File: src/rtl/mips_pkg.sv
// Shared definitions for the 4-stage MIPS core: decoder control bundle,
// field encodings and the bubble constants used to kill pipeline slots.
package mips_pkg;

    // RegDst encodings: which instruction field names the destination
    localparam logic [1:0] REGDST_RT   = 2'd0;
    localparam logic [1:0] REGDST_RD   = 2'd1;
    localparam logic [1:0] REGDST_RA   = 2'd2;
    localparam logic [1:0] REGDST_ZERO = 2'd3;

    // MemToReg encodings: write-back source select
    localparam logic [1:0] MEMTOREG_ALU = 2'd0;
    localparam logic [1:0] MEMTOREG_MEM = 2'd1;
    localparam logic [1:0] MEMTOREG_LUI = 2'd2;
    localparam logic [1:0] MEMTOREG_PC4 = 2'd3;

    // ALUOp constants handed to the ALU controller
    localparam logic [2:0] ALUOP_ADD   = 3'd0;
    localparam logic [2:0] ALUOP_SUB   = 3'd1;
    localparam logic [2:0] ALUOP_RTYPE = 3'd2;
    localparam logic [2:0] ALUOP_AND   = 3'd3;
    localparam logic [2:0] ALUOP_OR    = 3'd4;
    localparam logic [2:0] ALUOP_SLT   = 3'd5;
    localparam logic [2:0] ALUOP_XOR   = 3'd6;

    // Link register written by jal
    localparam int REG_RA = 31;

    // Control fields that travel on into EX
    typedef struct packed {
        logic [1:0] mem_to_reg;
        logic [2:0] alu_op;
        logic       jump;
        logic       branch_z;
        logic       mem_read;
        logic       mem_write;
        logic       alu_src;
        logic       reg_write;
        logic       store_src;
        logic       bne;
    } ex_ctrl_t;

    // Full decoder bundle; reg_dst is consumed by the destination resolve in ID/EX
    typedef struct packed {
        logic [1:0] reg_dst;
        ex_ctrl_t   ex;
    } ctrl_t;

    // All-zero bundles: a bubble performs no write, no memory access, no redirect
    localparam ex_ctrl_t EX_CTRL_BUBBLE = '0;
    localparam ctrl_t    CTRL_BUBBLE    = '0;

    // Load-use interlock FSM states
    typedef enum logic {
        HZ_RUN    = 1'b0,
        HZ_BUBBLE = 1'b1
    } hz_state_e;

endpackage

File: src/rtl/hazard_detect_unit.sv
// Load-use hazard detector with its RUN/BUBBLE interlock FSM.
// Compiled only when ID_EX_LOAD_USE_STALL_EN is defined.
`ifdef ID_EX_LOAD_USE_STALL_EN
module hazard_detect_unit
    import mips_pkg::*;
#(
    parameter int REG_AW = 5
) (
    input  logic              clk_i,
    input  logic              rst_i,
    input  logic              flush_i,
    input  logic              id_valid_i,
    input  logic              id_alu_src_i,
    input  logic              id_mem_write_i,
    input  logic [REG_AW-1:0] id_rs_i,
    input  logic [REG_AW-1:0] id_rt_i,
    input  logic              ex_valid_i,
    input  logic              ex_mem_read_i,
    input  logic [REG_AW-1:0] ex_write_reg_i,
    output logic              hazard_o,
    output logic              stall_o
);

    hz_state_e state_q, state_d;
    logic      uses_rt;
    logic      load_use;

    // Raw load-use condition: a live load in EX targets a register the ID op reads
    always_comb begin
        uses_rt  = !id_alu_src_i || id_mem_write_i;
        load_use = ex_valid_i && ex_mem_read_i && (ex_write_reg_i != '0) && id_valid_i &&
                   ((ex_write_reg_i == id_rs_i) || (uses_rt && (ex_write_reg_i == id_rt_i)));
    end

    // State register
    always_ff @(posedge clk_i) begin
        if (rst_i) begin
            state_q <= HZ_RUN;
        end else begin
            state_q <= state_d;
        end
    end

    // Next state: one bubble per pair, then back to RUN; flush always returns to RUN
    always_comb begin
        state_d = state_q;
        case (state_q)
            HZ_RUN:    if (hazard_o) state_d = HZ_BUBBLE;
            HZ_BUBBLE: state_d = HZ_RUN;
            default:   state_d = HZ_RUN;
        endcase
        if (flush_i) state_d = HZ_RUN;
    end

    // Outputs: bubble request, and the stall that is suppressed by flush/reset
    always_comb begin
        hazard_o = load_use && (state_q == HZ_RUN);
        stall_o  = hazard_o && !flush_i && !rst_i;
    end

endmodule
`endif

File: src/rtl/id_ex_stage.sv
// ID/EX pipeline register: latches the decoded bundle, operands, immediate and
// PC+4, resolves the destination register, and inserts bubbles on flush or
// load-use hazard. Load-use interlock is built only with ID_EX_LOAD_USE_STALL_EN;
// without it stall is tied low and software must fill the load delay slot.
module id_ex_stage
    import mips_pkg::*;
#(
    parameter int DATA_W = 32,
    parameter int REG_AW = 5
) (
    input  logic              clk,
    input  logic              rst,
    input  logic              id_valid,
    input  logic [1:0]        id_reg_dst,
    input  logic [1:0]        id_mem_to_reg,
    input  logic [2:0]        id_alu_op,
    input  logic              id_jump,
    input  logic              id_branch_z,
    input  logic              id_mem_read,
    input  logic              id_mem_write,
    input  logic              id_alu_src,
    input  logic              id_reg_write,
    input  logic              id_store_src,
    input  logic              id_bne,
    input  logic [REG_AW-1:0] id_rs,
    input  logic [REG_AW-1:0] id_rt,
    input  logic [REG_AW-1:0] id_rd,
    input  logic [DATA_W-1:0] id_rs_data,
    input  logic [DATA_W-1:0] id_rt_data,
    input  logic [DATA_W-1:0] id_imm,
    input  logic [DATA_W-1:0] id_pc4,
    input  logic              flush,
    output logic [1:0]        ex_mem_to_reg,
    output logic [2:0]        ex_alu_op,
    output logic              ex_jump,
    output logic              ex_branch_z,
    output logic              ex_mem_read,
    output logic              ex_mem_write,
    output logic              ex_alu_src,
    output logic              ex_reg_write,
    output logic              ex_store_src,
    output logic              ex_bne,
    output logic [REG_AW-1:0] ex_rs,
    output logic [REG_AW-1:0] ex_rt,
    output logic [DATA_W-1:0] ex_rs_data,
    output logic [DATA_W-1:0] ex_rt_data,
    output logic [DATA_W-1:0] ex_imm,
    output logic [DATA_W-1:0] ex_pc4,
    output logic [REG_AW-1:0] ex_write_reg,
    output logic              ex_valid,
    output logic              stall
);

    ctrl_t             id_ctrl;
    logic [REG_AW-1:0] dest;
    logic              hz_bubble;
    logic              load_bubble;

    ex_ctrl_t          ctrl_q,     ctrl_d;
    logic [REG_AW-1:0] rs_q,       rs_d;
    logic [REG_AW-1:0] rt_q,       rt_d;
    logic [REG_AW-1:0] wr_q,       wr_d;
    logic [DATA_W-1:0] rs_data_q,  rs_data_d;
    logic [DATA_W-1:0] rt_data_q,  rt_data_d;
    logic [DATA_W-1:0] imm_q,      imm_d;
    logic [DATA_W-1:0] pc4_q,      pc4_d;
    logic              valid_q,    valid_d;

    // Gather the decoder flags into one bundle
    always_comb begin
        id_ctrl               = CTRL_BUBBLE;
        id_ctrl.reg_dst       = id_reg_dst;
        id_ctrl.ex.mem_to_reg = id_mem_to_reg;
        id_ctrl.ex.alu_op     = id_alu_op;
        id_ctrl.ex.jump       = id_jump;
        id_ctrl.ex.branch_z   = id_branch_z;
        id_ctrl.ex.mem_read   = id_mem_read;
        id_ctrl.ex.mem_write  = id_mem_write;
        id_ctrl.ex.alu_src    = id_alu_src;
        id_ctrl.ex.reg_write  = id_reg_write;
        id_ctrl.ex.store_src  = id_store_src;
        id_ctrl.ex.bne        = id_bne;
    end

    // Destination register resolve from RegDst
    always_comb begin
        case (id_ctrl.reg_dst)
            REGDST_RT: dest = id_rt;
            REGDST_RD: dest = id_rd;
            REGDST_RA: dest = REG_AW'(REG_RA);
            default:   dest = '0;
        endcase
    end

`ifdef ID_EX_LOAD_USE_STALL_EN
    hazard_detect_unit #(
        .REG_AW (REG_AW)
    ) u_hazard (
        .clk_i          (clk),
        .rst_i          (rst),
        .flush_i        (flush),
        .id_valid_i     (id_valid),
        .id_alu_src_i   (id_alu_src),
        .id_mem_write_i (id_mem_write),
        .id_rs_i        (id_rs),
        .id_rt_i        (id_rt),
        .ex_valid_i     (valid_q),
        .ex_mem_read_i  (ctrl_q.mem_read),
        .ex_write_reg_i (wr_q),
        .hazard_o       (hz_bubble),
        .stall_o        (stall)
    );
`else
    assign hz_bubble = 1'b0;
    assign stall     = 1'b0;
`endif

    assign load_bubble = flush || hz_bubble;

    // Next EX contents: bubble on flush/hazard, else the ID instruction with
    // control squashed when ID is empty and reg_write dropped for $0
    always_comb begin
        ctrl_d    = EX_CTRL_BUBBLE;
        rs_d      = '0;
        rt_d      = '0;
        wr_d      = '0;
        rs_data_d = '0;
        rt_data_d = '0;
        imm_d     = '0;
        pc4_d     = '0;
        valid_d   = 1'b0;
        if (!load_bubble) begin
            if (id_valid) ctrl_d = id_ctrl.ex;
            ctrl_d.reg_write = id_valid && id_reg_write && (dest != '0);
            rs_d      = id_rs;
            rt_d      = id_rt;
            wr_d      = dest;
            rs_data_d = id_rs_data;
            rt_data_d = id_rt_data;
            imm_d     = id_imm;
            pc4_d     = id_pc4;
            valid_d   = id_valid;
        end
    end

    // ID/EX pipeline register, cleared by reset
    always_ff @(posedge clk) begin
        if (rst) begin
            ctrl_q    <= EX_CTRL_BUBBLE;
            rs_q      <= '0;
            rt_q      <= '0;
            wr_q      <= '0;
            rs_data_q <= '0;
            rt_data_q <= '0;
            imm_q     <= '0;
            pc4_q     <= '0;
            valid_q   <= 1'b0;
        end else begin
            ctrl_q    <= ctrl_d;
            rs_q      <= rs_d;
            rt_q      <= rt_d;
            wr_q      <= wr_d;
            rs_data_q <= rs_data_d;
            rt_data_q <= rt_data_d;
            imm_q     <= imm_d;
            pc4_q     <= pc4_d;
            valid_q   <= valid_d;
        end
    end

    assign ex_mem_to_reg = ctrl_q.mem_to_reg;
    assign ex_alu_op     = ctrl_q.alu_op;
    assign ex_jump       = ctrl_q.jump;
    assign ex_branch_z   = ctrl_q.branch_z;
    assign ex_mem_read   = ctrl_q.mem_read;
    assign ex_mem_write  = ctrl_q.mem_write;
    assign ex_alu_src    = ctrl_q.alu_src;
    assign ex_reg_write  = ctrl_q.reg_write;
    assign ex_store_src  = ctrl_q.store_src;
    assign ex_bne        = ctrl_q.bne;
    assign ex_rs         = rs_q;
    assign ex_rt         = rt_q;
    assign ex_rs_data    = rs_data_q;
    assign ex_rt_data    = rt_data_q;
    assign ex_imm        = imm_q;
    assign ex_pc4        = pc4_q;
    assign ex_write_reg  = wr_q;
    assign ex_valid      = valid_q;

endmodule

File: config.mk
export PLATFORM = sky130hd
export DESIGN_NAME = id_ex_stage
export DESIGN_NICKNAME = d
export VERILOG_FILES = /design/src/rtl/mips_pkg.sv /design/src/rtl/hazard_detect_unit.sv /design/src/rtl/id_ex_stage.sv
export SDC_FILE = /design/constraint.sdc
export NUM_CORES = 1
export LEC_CHECK = 0
export CORE_MARGIN = 2
export CORE_UTILIZATION = 30
export CTS_CLUSTER_DIAMETER = 80
export DETAILED_ROUTE_END_ITERATION = 10
export GPL_ROUTABILITY_DRIVEN = 0
export HOLD_SLACK_MARGIN = 0.03
export PLACE_DENSITY = 0.72
export SYNTH_ARGS = -nofsm -noshare
export SYNTH_HDL_FRONTEND = slang
export SYNTH_HIERARCHICAL = 1
export SYNTH_SLANG_ARGS = --single-unit
File: constraint.sdc
create_clock -name clk -period 1.3 [get_ports clk]
set_input_delay 0.39 -clock clk [delete_from_list [all_inputs] [get_ports clk]]
set_output_delay 0.39 -clock clk [all_outputs]
set_load 0.05 [all_outputs]
==> impl_metrics.yaml <==
place:
  placed_cell_area_um2: 9320
  pre_cts_ws_ns: -0.4292
  hpwl_um: 11320
  dp_cells: 840
  portBuffers: 318
sta:
  setup_slack_ns: -0.01528
  period_needed_ns: 1.315
  rsz0062_at_grt: "true"
  hold_violations: 0
  setup_viol: 3
  max_freq_ghz: 0.7603
  min_period_over_period_pct: 101.2
  drv_slew: 0
die:
  die-height_um: 124.3
  core-area_um2: 13990
  initial_core_util_pct: 31.04
  num_rows: 43
  io_pins: 320
  dieArea_um2: 15450
  die_width_um: 124.3
global_routing:
  grtUsageTotal_pct: 18.63
  grt_max_degree: 86
  overflow: 0
  grt_pass1_vias: 3884
  antenna_found_initial: 0
  grt_first_pass_wirelength_um: 21740
cells_and_area:
  final_cell_mix: "clkdlybuf4s50_1 (161), buf_12 (159), dfxtp_2 (155)"
  layout.nets: 841
  stdcell_count: 872
  ff_latch_area_um2: 3344
  area_growth_pct: 132.9
  fill_cells: 861
  drive_above_1_share_pct: 51.16
  antennaDiodeCount: 0
  final_common_cell: "clkdlybuf4s50_1"
  fin_area_um2: 10110
  multiInputGateArea_um2: 1090
synth:
  syn_area_per_cell_um2: 12.26
  synth.area.top_cells: "dfxtp_1 (72%), and2_1 (20%), and3_1 (1.9%)"
  ys_ff_latch: 157
  synth_nets: 516
  synth_cell_types: 19
  synth_area_um2: 4342
  synth_top_area_share_pct: 72.39
  yosysWarnings: 6
  netlist_instances: 354
  seq_area_frac_synth_pct: 72.39
  synth_top_cell_by_area: "dfxtp_1"
clock_tree:
  cts_hold_buf: 0
  clock-root-buffer: "clkbuf_16"
  numClockSinks: 157
  cts_buffers: 17
  h-tree-depth: 4
  cts_tree: "done"
  clockBufferDepth: 2
  path_clk_slew_ns: 0.06
detailed_routing:
  drt_iter0_markers: 160
  totalWireLength_um: 14380
  firstDrtPassIters: 4
  vias: 3645
  post_drt_wl_per_cell_um: 16.49
  ant_nets: 0
  vias_per_cell: 4.180
  drc: 0
worst_setup_path:
  cp-end-kind: "output port"
  path_class: "flop to output port"
  cp_data_required_time_ns: 0.91
  slowest_stage: "dfxtp_4"
  path_cells: "buf_12"
  startpoint_type: "flop"
  cp.depth: 1
  path_buf_inv: 1
  path_max_fanout: 1
  max_stage_delay_ns: 0.38
  cp.arrival_ns: 0.93
  crit_family: "flip-flops"
status:
  status: "finished with violations"
  violations: "negative setup slack"
hold_path:
  min_path_cells: 2
  hp-class: "input pin to flop"
flow_run:
  cap_viol_max_count: 0
pwr:
  powerDensity_nw_per_um2: 1212
  ir_drop_mv: 0.7813
  leakage_nw: 4.167
[layout make-up]
cell class	count	share of cell area [%]
Sequential cell	157	33.08
Multi-Input combinational cell	172	10.78
Tap cell	180	2.228
Timing Repair Buffer	327	47.95
Inverter	4	0.1485
Clock inverter	9	1.089
Clock buffer	23	4.728
[layer usage]
layer / wire [um] / share of wire (%) / GRT usage [%] / vias up
met5: 0 / 0 / 0 / -
met4: 416 / 2.9 / 8.394 / 0
met3: 1286 / 8.9 / 8.333 / 29
met2: 7801 / 54 / 34.39 / 215
met1: 4877 / 34 / 17.58 / 1656
li1: - / - / - / 1745
[what timing repair did]
item	4_1_cts	5_1_grt
endpoints found under the setup margin	157	156
buffers inserted	0	0
gates resized for setup	158	1
[through the flow]
| step | setup TNS (ns) | power (mW) | utilization, % | hold slack [ns] |
|---|---|---|---|---|
| after floorplan | 0 | 6.029 | - | 0.5117 |
| after global routing | -2.478 | 12.68 | 72.27 | 0.5014 |
| after detailed placement | -43.94 | 7.478 | 66.63 | 0.8378 |
| after global placement | -38.70 | 7.438 | 66.63 | 0.8367 |
| after CTS | -0.6201 | 12.39 | 72.25 | 0.4990 |
| final | -0.02069 | 12.25 | 72.27 | 0.5260 |
[synth_stat cells]
cell type,count
nor4_2,1
buf_2,1
clkbuf_1,5
nor4_1,1
nand4_1,1
and2_1,140
or4_1,1
conb_1,1
nor2_1,2
nand2_1,1
buf_4,1
o311a_1,4
nand3b_1,1
o21ai_0,5
clkbuf_2,14
inv_1,4
dfxtp_1,157
nor3_1,1
and3_1,13
[worst paths after layout]
check	from	to	slack, ns
max	ex_rt_data[31]	ex_rt_data[31]	-0.02
min	id_rt_data[14]	ex_rt_data[14]	0.53
[cell families (layout without fill, tap and decap cells)]
family	after synthesis	in the layout	share of synthesized area, %
compound gates	9	9	1.499
buf+inv	25	363	2.680
flops	157	157	72.39
other cells	1	1	0.08637
simple gates	162	162	23.34
[power by group]
group          switching, mW  total [mW]  internal (mW)  leakage (nW)
registers              0.159        5.20           5.04          1.35
logic                  0.962        2.20           1.24          2.54
clock network           1.87        4.85           2.98         0.280
No activity file was read; power rests on OpenSTA's default activity.
